**src/rtl/riscv_fetch.sv**
```systemverilog
// Instruction-fetch stage: owns the fetch PC, issues single-outstanding reads to
// instruction memory and loads the IF/ID register feeding decode.
//
//   state | meaning
//   IDLE  | just out of reset, no request issued yet
//   WAIT  | request for pc_f outstanding, waiting for ack
//   HOLD  | fetched word parked in hold buffer until decode accepts it
module riscv_fetch #(
    parameter int                XLEN     = 32,
    parameter logic [XLEN-1:0]   RESET_PC = '0
) (
    input  logic            i_clk,
    input  logic            i_rst,
    output logic [XLEN-1:0] o_imem_addr,
    output logic            o_imem_req,
    input  logic [31:0]     i_imem_rdata,
    input  logic            i_imem_ack,
    input  logic            i_stall_d,
    input  logic            i_flush_d,
    input  logic            i_pc_src_e,
    input  logic [XLEN-1:0] i_pc_target_e,
    output logic [31:0]     o_instr_d,
    output logic [XLEN-1:0] o_pc_d,
    output logic [XLEN-1:0] o_pc_plus4_d,
    output logic            o_valid_d
);
    localparam logic [31:0]     NOP      = 32'h0000_0013;
    localparam logic [XLEN-1:0] FOUR     = XLEN'(4);
    localparam logic [XLEN-1:0] RESET_AL = {RESET_PC[XLEN-1:2], 2'b00};

    typedef enum logic [1:0] {IDLE, WAIT, HOLD} state_t;

    state_t          state;
    logic [XLEN-1:0] pc_f;
    logic            pend;
    logic [XLEN-1:0] pend_tgt;
    logic [31:0]     hold_instr;
    logic [XLEN-1:0] hold_pc;

    logic            accept;
    logic            deliver;
    logic [31:0]     del_instr;
    logic [XLEN-1:0] del_pc;
    logic [XLEN-1:0] tgt;

    assign accept      = !i_stall_d && !i_flush_d;
    assign tgt         = {i_pc_target_e[XLEN-1:2], 2'b00};
    assign o_imem_req  = (state == WAIT);
    assign o_imem_addr = pc_f;

    // A word reaches IF/ID only when it is neither stale nor overridden by a redirect.
    always_comb begin
        deliver   = 1'b0;
        del_instr = hold_instr;
        del_pc    = hold_pc;
        if (state == WAIT && i_imem_ack && !i_pc_src_e && !pend && accept) begin
            deliver   = 1'b1;
            del_instr = i_imem_rdata;
            del_pc    = pc_f;
        end else if (state == HOLD && !i_pc_src_e && accept) begin
            deliver = 1'b1;
        end
    end

    always_ff @(posedge i_clk or posedge i_rst) begin
        if (i_rst) begin
            state        <= IDLE;
            pc_f         <= RESET_AL;
            pend         <= 1'b0;
            pend_tgt     <= '0;
            hold_instr   <= NOP;
            hold_pc      <= '0;
            o_instr_d    <= NOP;
            o_pc_d       <= '0;
            o_pc_plus4_d <= '0;
            o_valid_d    <= 1'b0;
        end else begin
            case (state)
                IDLE: begin
                    if (i_pc_src_e) pc_f <= tgt;
                    state <= WAIT;
                end
                WAIT: begin
                    if (i_imem_ack) begin
                        if (i_pc_src_e) begin
                            pc_f <= tgt;
                            pend <= 1'b0;
                        end else if (pend) begin
                            pc_f <= pend_tgt;
                            pend <= 1'b0;
                        end else if (accept) begin
                            pc_f <= pc_f + FOUR;
                        end else begin
                            hold_instr <= i_imem_rdata;
                            hold_pc    <= pc_f;
                            state      <= HOLD;
                        end
                    end else if (i_pc_src_e) begin
                        // Address must stay stable until the ack, so remember the target.
                        pend     <= 1'b1;
                        pend_tgt <= tgt;
                    end
                end
                HOLD: begin
                    if (i_pc_src_e) begin
                        pc_f  <= tgt;
                        state <= WAIT;
                    end else if (accept) begin
                        pc_f  <= hold_pc + FOUR;
                        state <= WAIT;
                    end
                end
                default: state <= IDLE;
            endcase

            if (i_flush_d || (!i_stall_d && !deliver)) begin
                o_instr_d    <= NOP;
                o_pc_d       <= '0;
                o_pc_plus4_d <= '0;
                o_valid_d    <= 1'b0;
            end else if (!i_stall_d) begin
                o_instr_d    <= del_instr;
                o_pc_d       <= del_pc;
                o_pc_plus4_d <= del_pc + FOUR;
                o_valid_d    <= 1'b1;
            end
        end
    end
endmodule

```
**config.mk**
```make
export PLATFORM = sky130hd
export DESIGN_NAME = riscv_fetch
export DESIGN_NICKNAME = d
export VERILOG_FILES = /design/src/rtl/riscv_fetch.sv
export SDC_FILE = /design/constraint.sdc
export NUM_CORES = 1
export LEC_CHECK = 0
export ABC_AREA = 1
export CAP_MARGIN = 20
export CORE_MARGIN = 2
export CORE_UTILIZATION = 40
export CTS_CLUSTER_DIAMETER = 60
export DETAILED_ROUTE_END_ITERATION = 10
export DONT_BUFFER_PORTS = 1
export HOLD_SLACK_MARGIN = 0.06
export PLACE_DENSITY = 0.65
export RECOVER_POWER = 50
export SLEW_MARGIN = 20
export SYNTH_ARGS = -nofsm -noshare
export SYNTH_HDL_FRONTEND = slang
export SYNTH_SLANG_ARGS = --single-unit
```
**constraint.sdc**
```tcl
create_clock -name i_clk -period 9.97 [get_ports i_clk]
set_clock_uncertainty 0.15 [all_clocks]
set_input_delay 0.997 -clock i_clk [delete_from_list [all_inputs] [get_ports i_clk]]
set_output_delay 0.997 -clock i_clk [all_outputs]
set_load 0.05 [all_outputs]
```
== After elaboration in Yosys (flattened, before gate mapping) ==
Index checks and enable logic that the tools add are counted.
W data, S select, Z words.

* Register bits: 226
* Bits in latches: 0
* Bits in writable memories: 0
* ROM bits: 0
* Bits of input ports: 70
* Memories kept: 0

* Add/sub/neg operators: 3
* Multipliers: 0
* Div/mod/pow operators: 0
* Order comparisons: 0
* Eq/ne operators: 10
* Shift-type cells: 0
* Multiplexer cells: 29
* Bitwise operators: 4
* Reduce and logical (&&, ||, !) cells: 22

{| class="wikitable"
|+ Operators with widths
! cell !! count
|-
| $mux W32 || 15
|-
| $add A32 B3 Y32 const B || 3
|-
| $pmux W32 S3 || 1
|-
| $reduce_and A5 Y1 || 3
|-
| $mux W2 || 6
|-
| $logic_and A1 B1 Y1 || 8
|-
| $ne A2 B2 Y1 const B || 4
|-
| $mux W1 || 6
|-
| $pmux W2 S3 || 1
|-
| $logic_not A1 Y1 || 5
|-
| $ne A2 B1 Y1 const B || 2
|-
| $ne A4 B1 Y1 const B || 1
|-
| $not A1 Y1 || 4
|-
| $ne A3 B3 Y1 const B || 1
|-
| $reduce_and A3 Y1 || 1
|-
| $reduce_bool A3 Y1 || 1
|-
| $eq A2 B1 Y1 const B || 1
|-
| $eq A2 B2 Y1 const B || 1
|-
| $logic_not A2 Y1 || 1
|-
| $reduce_and A2 Y1 || 1
|-
| $reduce_bool A2 Y1 || 1
|-
| $logic_or A1 B1 Y1 || 1
|}

== Logic depth before layout (Yosys ltp) ==
Gate-level depths: netlist (run 1).

* Depth after elaboration: 10
* Depth in mapped cells: 18
* Gate-level depth less buffers: 16

== Worst setup path after synthesis (run 1) ==
Ideal clock, no wire load.

* Path type: reg-to-reg
* Start: register state[1]
* End: register o_pc_plus4_d[20]
* Arrival time: 2.590 ns
* Data required time: 9.702 ns
* Setup slack: 7.112 ns
* Cell stages (with the launch flop): 16
* Buffers on the path: 1
* Period minus slack after synthesis: 2.858 ns
* Cells stage by stage: dfrtp_1 inv_1 ha_1 buf_6 nand2_4 clkinv_4 nand3_4 o21ai_2 ha_1 nand3_1 nor2_2 nand3_2 nor2_4 nand3_1 nand3_1 nand2_1

* Word-level cells in the longest chain between the ends: 10

{| class="wikitable"
|+ Ends and longest elaborated chain
! what !! line !! text
|-
| start: declaration || 33 || <nowiki>state_t state;</nowiki>
|-
| start signal: assignment || 67 || <nowiki>state <= IDLE;</nowiki>
|-
| start signal: assignment || 81 || <nowiki>state <= WAIT;</nowiki>
|-
| start signal: assignment || 96 || <nowiki>state <= HOLD;</nowiki>
|-
| $eq A2 B1 Y1 * || -- ||
|-
| net o_imem_req || 15 || <nowiki>output logic o_imem_req,</nowiki>
|-
| $logic_and A1 B1 Y1 * (4 in series) || 56 || <nowiki>if (state == WAIT && i_imem_ack && !i_pc_src_e && !pend && accept) begin</nowiki>
|-
| branches (longest 5 deep; another with $add A32 B3 Y32) || -- ||
|-
| end signal: assignment || 124 || <nowiki>o_pc_plus4_d <= del_pc + FOUR;</nowiki>
|-
| end: declaration || 24 || <nowiki>output logic [XLEN-1:0] o_pc_plus4_d,</nowiki>
|}

Mark *: on every way through the listed nets, which the timed path passes. The select of a mux whose other input is x is not followed.
A chain may end at the register's enable or synchronous reset.

==> impl_results.md, run 1 <==
* RR Startpoint: state[0]$_DFFE_PP0P_
* Clock tree sinks at 224
* Seq/Total Area, Yosys at 0.4473
* WP data arrival at 5910 ps
* Hold WS at 337.6 ps
* Synthesized flop and latch total at between 200 and 250
* Min Tclk post-route at 5515 ps
* Crit share post-route at 0.5531
* DRT Wirelength at between 30 and 40 mm
* Final setup violation count at 0
* DP HPWL at about 28 mm
* Net count, final at 1786
* Die span in y at about 180 µm
* Row cnt at between 60 and 70
* Layout overhead on the synthesized area at 9.054%
* Setup tns final at 0 ps
* Clk_lat worst skew at 560 ps
* Worst path slowest cell: clkinvlp_2
* WS Path Type: in -> async
* CP top delay family: buffers and inverters
* Worst path cell trace: clkinvlp_2, buf_4
* Net Switching at 2.017 mW
* I/O pin total at 200
* Number of global-route vias before repair at 10850
* Switching share of power at 0.4796
* Crit path max fanout at 151
* CP Launch Type: input pin
* Post-synth EDFFs at 0
* Top_reg_cell synth: dfrtp_1
* Maximum clock rate at 0.1813 GHz
* Via count at about 11000
* Non-Filler Instances at 2125
* Initial Util at 0.4080
* H-tree levels at 1
* Die width at 181.1 µm
* CP endpoint kind: asynchronous set/reset pin
* Slew Limit Fails at approximately 150
* Max stage delay on crit path at between 3000 and 4000 ps
* VDD IR max at 0.2047 mV
* Multi-input logic area at ~6000 µm²
* R2r endpoint: o_pc_plus4_d[10]$_DFFE_PP0P_
* TritonCTS Buffers at 27
* Total grt overflow at 0
* Post-synth cell types at 42
* Hold EP: pend_tgt[2]$_DFFE_PP0P_
* Synthesized net count at ~1800
* Placer's final routability congestion estimate at 0.8996
* Setup slack, reg-to-reg at 5360 ps
* Fill count at 3183
* Min-delay src: pend_tgt[2]$_DFFE_PP0P_
* Hold Path Cell Cnt at 2
* Clock Pin Slew Worst Setup and Hold Paths at 60 ps
* Die ar. at 32800 µm²
* Iteration-0 DRC Markers at 1000
* Static Leak at about 6.5 nW
* CTS resizes at 0
* Reg2reg path depth at 10
* Mean post-synth cell area at 7.182 µm²
* Diodes inserted at 0
* P per Cell Area at between 300 and 400 nW/µm²
* Post-CTS Setup Inserts at 0
* Placed Cells at 2075
* Synth warn at 0
* CTS tree: done
* Port bufs at 0
* DRC at 0
* Initial antenna violation count at 0
* RSZ-0062 raised after global routing: no
* Worst relative slew slack at -3.435
* Post-CTS Hold Fix Bufs at 0
* Final hold vios at 0
* Post-synth ARST share at 1.000
* Clock root cell: clkbuf_16
* CP Data Required Time at 10360 ps
* Register area at 5613 µm²
* Core box area at 30750 µm²
* First-pass GRT wire length at 61.70 mm
* Largest net degree at the start of global routing at 152
* Cell Area, Synth at 12550 µm²
* Final ANT Viol Nets at 0
* Post-Synthesis Cells at between 1500 and 2000
* Avg WL per Cell at approximately 18 µm
* Failing checks: capacitance limit, slew limit
* Worst Tran Pin Value at approximately 6600 ps
* MaxCap Viol Count at 1
* Layout cells sized above 1 at 0.06883
* Clock Power Share at 0.233
* Drt first pass iters at 6
* P_int at 2.188 mW
* Combinational power share at 0.341
* Crit path buf inv count at 2
* Status: complete, but fails checks
* Sequential power share at 0.425
* Max Buffers Root-to-Sink at 3
* Post-DR vias/cell at 5.387
* Hold Crit Class: reg -> reg
* Overall Global Routing Usage at 0.2364
-- power by group through the flow --
stage          combinational (mW)  sequential, mW  clock [mW]
6_report                     1.44            1.79       0.981
5_1_grt                      1.63            1.83        1.03
4_1_cts                      1.42            1.78       0.997
3_5_place_dp                 1.41            1.80           0
3_3_place_gp                 1.39            1.79           0
2_1_floorplan                1.06            1.67           0
-- metrics by stage --
stage | worst slack, ps | instance area, µm² | total power [mW] | utilization
after floorplan | 2698 | 12550 | 2.730 | -
after global placement | 5547 | 12800 | 3.180 | 0.4162
after detailed placement | 5510 | 12800 | 3.209 | 0.4162
after CTS | 5664 | 13690 | 4.198 | 0.4452
after global routing | 3315 | 13680 | 4.487 | 0.4450
final | 4455 | 13680 | 4.205 | 0.4450
-- state kept, by name (all words and copies together) (netlist names) --
register and cells:
hold_instr 32, hold_pc 32, o_imem_addr 32, o_instr_d 32, o_pc_d 32, o_pc_plus4_d 30, pend_tgt 30, state 2
o_valid_d 1, pend 1
-- how the worst max path moves through the flow --
stage	from	to	slack [ps]	depth (start not counted)
finish	i_rst	hold_pc[2]$_DFFE_PP0P_	4460	2
global route	i_rst	o_imem_addr[24]$_DFFE_PP0P_	3320	1
CTS	state[1]$_DFFE_PP0P_	o_pc_plus4_d[20]$_DFFE_PP0P_	5660	18
detailed placement	i_flush_d	o_pc_plus4_d[20]$_DFFE_PP0P_	5510	12
global placement	i_flush_d	o_pc_plus4_d[20]$_DFFE_PP0P_	5550	13
floorplan	i_rst	hold_instr[10]$_DFFE_PP0P_	2700	1
-- Yosys cell counts, drive strengths merged (9+ instances only) --
library cell / count / share of area
nand3: 95 / 0.039
nand2: 479 / 0.15
nor2: 191 / 0.062
dfrtp: 218 / 0.43
o211ai: 12 / 0.0072
nor3: 29 / 0.012
o21ai: 219 / 0.090
nand4: 26 / 0.013
inv: 196 / 0.059
a21oi: 136 / 0.054
clkbuf: 50 / 0.015
mux2: 9 / 0.0081
buf: 28 / 0.014
xor2: 11 / 0.0077
a22oi: 9 / 0.0054
-- kinds of logic after synthesis --
group	share of synthesized area
flops	0.4473
fa+ha+maj	0.007978
xor+xnor	0.007678
mux	0.008078
buf+inv	0.08895
simple gates	0.2763
compound gates	0.1636
-- area by class of cell --
type	instances	share of cell area
inverters	199	0.05514
repair buffers	10	0.005486
multi-input cells	1246	0.4279
flip-flops and latches	224	0.4102
clock buffers	36	0.05404
well taps	396	0.03621
clock inverters	14	0.01106
-- metal layers --
| metal | GRT usage | wire, µm |
|---|---|---|
| met5 | 0 | 0 |
| met2 | 0.3484 | 16290 |
| met3 | 0.08023 | 4284 |
| met1 | 0.3382 | 17970 |
| met4 | 0.04553 | 713 |
-- layout by cell type (no fill, tap or decap), drive strengths merged, types with 12 or more instances in the layout --
cell type,Yosys,layout
nand3,95,95
dfrtp,218,218
a21oi,136,136
o21ai,219,219
nor3,29,29
clkinv,3,12
nand2,479,479
clkbuf,50,36
nor2,191,191
nand4,26,26
o211ai,12,12
inv,196,196
(Power assumes the default switching activity.)
==> run 2: changes to the inputs <==
PLACE_DENSITY = 0.67   (was 0.65)
clock period = 5.02 ns   (was 9.97 ns; I/O delays follow)
==> run 2 against run 1 <==
The flow still finishes with violations (capacitance limit, slew limit). Total power is 100% higher. Clock power is 110% higher. Global-route usage is 0.51 points higher. Final area is 5.4% higher. Non-clock buffer count is 72 higher. Worst setup slack worse by 3100 ps. Flip-flop and latch count stayed put. Wire length is 1.9% higher. Sequential share of layout area is 2.1 points lower. Sequential power is 98% higher. Critical endpoint is now o_imem_addr[9]$_DFFE_PP0P_. Largest cell class unchanged.
==> impl_results.md, run 2 (same netlist as run 1, synthesis figures left out) <==
* Status: complete, but fails checks (unchanged)
* Failing checks: capacitance limit, slew limit (unchanged)
* TritonCTS Buffers at 27 (unchanged)
* Max Buffers Root-to-Sink at 3 (unchanged)
* Die span in y at 181.1 µm (unchanged)
* Avg WL per Cell at 18.20 µm (was 18.47 µm)
* Die ar. at 32800 µm² (unchanged)
* P per Cell Area at 588.9 nW/µm² (was 307.3 nW/µm²)
* Row cnt at 64 (unchanged)
* VDD IR max at 0.3853 mV (was 0.2047 mV)
* DP Area at 12850 µm² (was 12800 µm²)
* Overall Global Routing Usage at 0.2415 (was 0.2364)
* CP Data Required Time at 5340 ps (was 10360 ps)
* Placed Cells at 2081 (was 2075)
* Most common cell after layout, fill and taps aside: nand2_1 (unchanged)
* Clock tree sinks at 224 (unchanged)
* Final Util at 0.4690 (was 0.4450)
* Net Switching at 4.037 mW (was 2.017 mW)
* Final ANT Viol Nets at 0 (unchanged)
* Static Leak at 6.839 nW (was 6.532 nW)
* Die width at 181.1 µm (unchanged)
* Final total power at 8.492 mW (was 4.205 mW)
* Crit path max fanout at 25 (was 151)
* Slew Limit Fails at 229 (was 152)
* Clock root cell: clkbuf_16 (unchanged)
* Clock Power Share at 0.238 (was 0.233)
* Net count, final at 1858 (was 1786)
* Hold WS at 104.9 ps (was 337.6 ps)
* Diodes inserted at 0 (unchanged)
* Non-Filler Instances at 2197 (was 2125)
* Drt first pass iters at 7 (was 6)
* Layout cells sized above 1 at 0.06774 (was 0.06883)
* Number of global-route vias before repair at 11110 (was 10850)
* H-tree levels at 1 (unchanged)
* Post-DR vias/cell at 5.338 (was 5.387)
* WS Path Type: reg -> reg (was in -> async)
* Placer's final routability congestion estimate at 0.9274 (was 0.8996)
* Total grt overflow at 0 (unchanged)
* First-pass GRT wire length at 63.07 mm (was 61.70 mm)
* CTS resizes at 0 (unchanged)
* Port bufs at 0 (unchanged)
* DP HPWL at 29.03 mm (was 28.43 mm)
* Final Cell Area at 14420 µm² (was 13680 µm²)
* Setup ws final at 1346 ps (was 4455 ps)
* CP endpoint kind: register (was asynchronous set/reset pin)
* CP Launch Type: register (was input pin)
* Largest net degree at the start of global routing at 127 (was 152)
* Worst relative slew slack at -0.1719 (was -3.435)
* DRT Wirelength at 39.99 mm (was 39.26 mm)
* DRC at 0 (unchanged)
* Iteration-0 DRC Markers at 988 (was 1000)
* Worst Tran Pin Value at 1758 ps (was 6617 ps)
* Min Tclk post-route at 3674 ps
* Final hold vios at 0 (unchanged)
* Combinational power share at 0.343 (was 0.341)
* Switching share of power at 0.4753 (was 0.4796)
* Initial antenna violation count at 0 (unchanged)
* Crit share post-route at 0.7318
* Layout overhead on the synthesized area at 14.94% (was 9.054%)
* Setup tns final at 0 ps (unchanged)
* Maximum clock rate at 0.2722 GHz
* Via count at 11730 (was 11450)
* Hold Crit Class: in -> reg (was reg -> reg)
* Sequential power share at 0.419 (was 0.425)
* Clk_lat worst skew at 560 ps (about the same)
* Core box area at 30750 µm² (unchanged)
* Clock Pin Slew Worst Setup and Hold Paths at 50 ps (was 60 ps)
* MaxCap Viol Count at 3 (was 1)
* RSZ-0062 raised after global routing: no (unchanged)
* Most frequent cells in the layout: nand2_1, dfrtp_1, o21ai_0 (unchanged)
* P_int at 4.456 mW (was 2.188 mW)
* Pre-CTS WS at 1398 ps (was 5510 ps)
* Initial Util at 0.4080 (unchanged)
* I/O pin total at 200 (unchanged)
* Post-CTS Setup Inserts at 0 (unchanged)
* WP data arrival at 4000 ps (was 5910 ps)
* CTS tree: done (unchanged)
* Final setup violation count at 0 (unchanged)
==> run 2: cell types whose count changed in the layout (fill, tap and decap cells not counted), sizes merged <==
cell	previous run	this run
dlygate4sd3	0	66
buf	10	14
clkinv	12	8
clkbuf	36	39
bufinv	2	3
clkinvlp	3	4
inv	196	197
==> run 2: worst max-delay path, cell delays in order, from the launching register on <==
cell      delay, ps
dfrtp_1         400
inv_1           120
ha_1            160
buf_4           300
clkinv_1        650
nor2_1          420
a21oi_1          80
inv_1           140
nor2_1           70
o21ai_2         340
buf_4           430
a21oi_1          80
o21ai_0          80
a21oi_1          70
a21oi_1         110
==> run 2: final timing paths <==
kind                                          from                           to  slack [ps]  depth (start not counted)
hold / removal                    i_pc_target_e[9]   o_imem_addr[9]$_DFFE_PP0P_         100                          4
hold reg to reg            pend_tgt[3]$_DFFE_PP0P_      pend_tgt[3]$_DFFE_PP0P_         340                          2
max in group asynchronous                    i_rst  o_imem_addr[29]$_DFFE_PP0P_        1540                          3
setup reg to reg              state[1]$_DFFE_PP0P_   o_imem_addr[9]$_DFFE_PP0P_        1350                         14
setup / recovery              state[1]$_DFFE_PP0P_   o_imem_addr[9]$_DFFE_PP0P_        1350                         14
min in group asynchronous                    i_rst   hold_instr[31]$_DFFE_PP0P_         670                          2
==> run 2: metal layers <==
layer / GRT usage / share of wire / vias to the layer above
met5: 0 / 0 / -
met4: 0.05528 / 0.021 / 0
met1: 0.3499 / 0.46 / 5453
li1: - / - / 5732
met3: 0.05967 / 0.092 / 53
met2: 0.3637 / 0.43 / 490
==> run 2: cell type report <==
type	count	area [µm²]
Inverter	199	753.2
Fill cell	3080	16330
Clock buffer	37	753.2
Clock inverter	13	173.9
Multi-Input combinational cell	1246	5854
Tap cell	396	495.5
Sequential cell	224	5613
Timing Repair Buffer	82	778.2
==> run 2: timing repair <==
item                                   in CTS  in global routing
hold buffers                               66                  0
endpoints found under the hold margin     157                  0
setup endpoints to repair                   0                  0
==> run 2: power groups by stage <==
stage / combinational (mW) / clock [mW] / sequential [mW]
floorplan: 2.10 / 0 / 3.32
global placement: 2.76 / 0 / 3.55
detailed placement: 2.81 / 0 / 3.57
CTS: 2.88 / 2.07 / 3.54
global route: 3.29 / 2.14 / 3.63
finish: 2.92 / 2.02 / 3.55
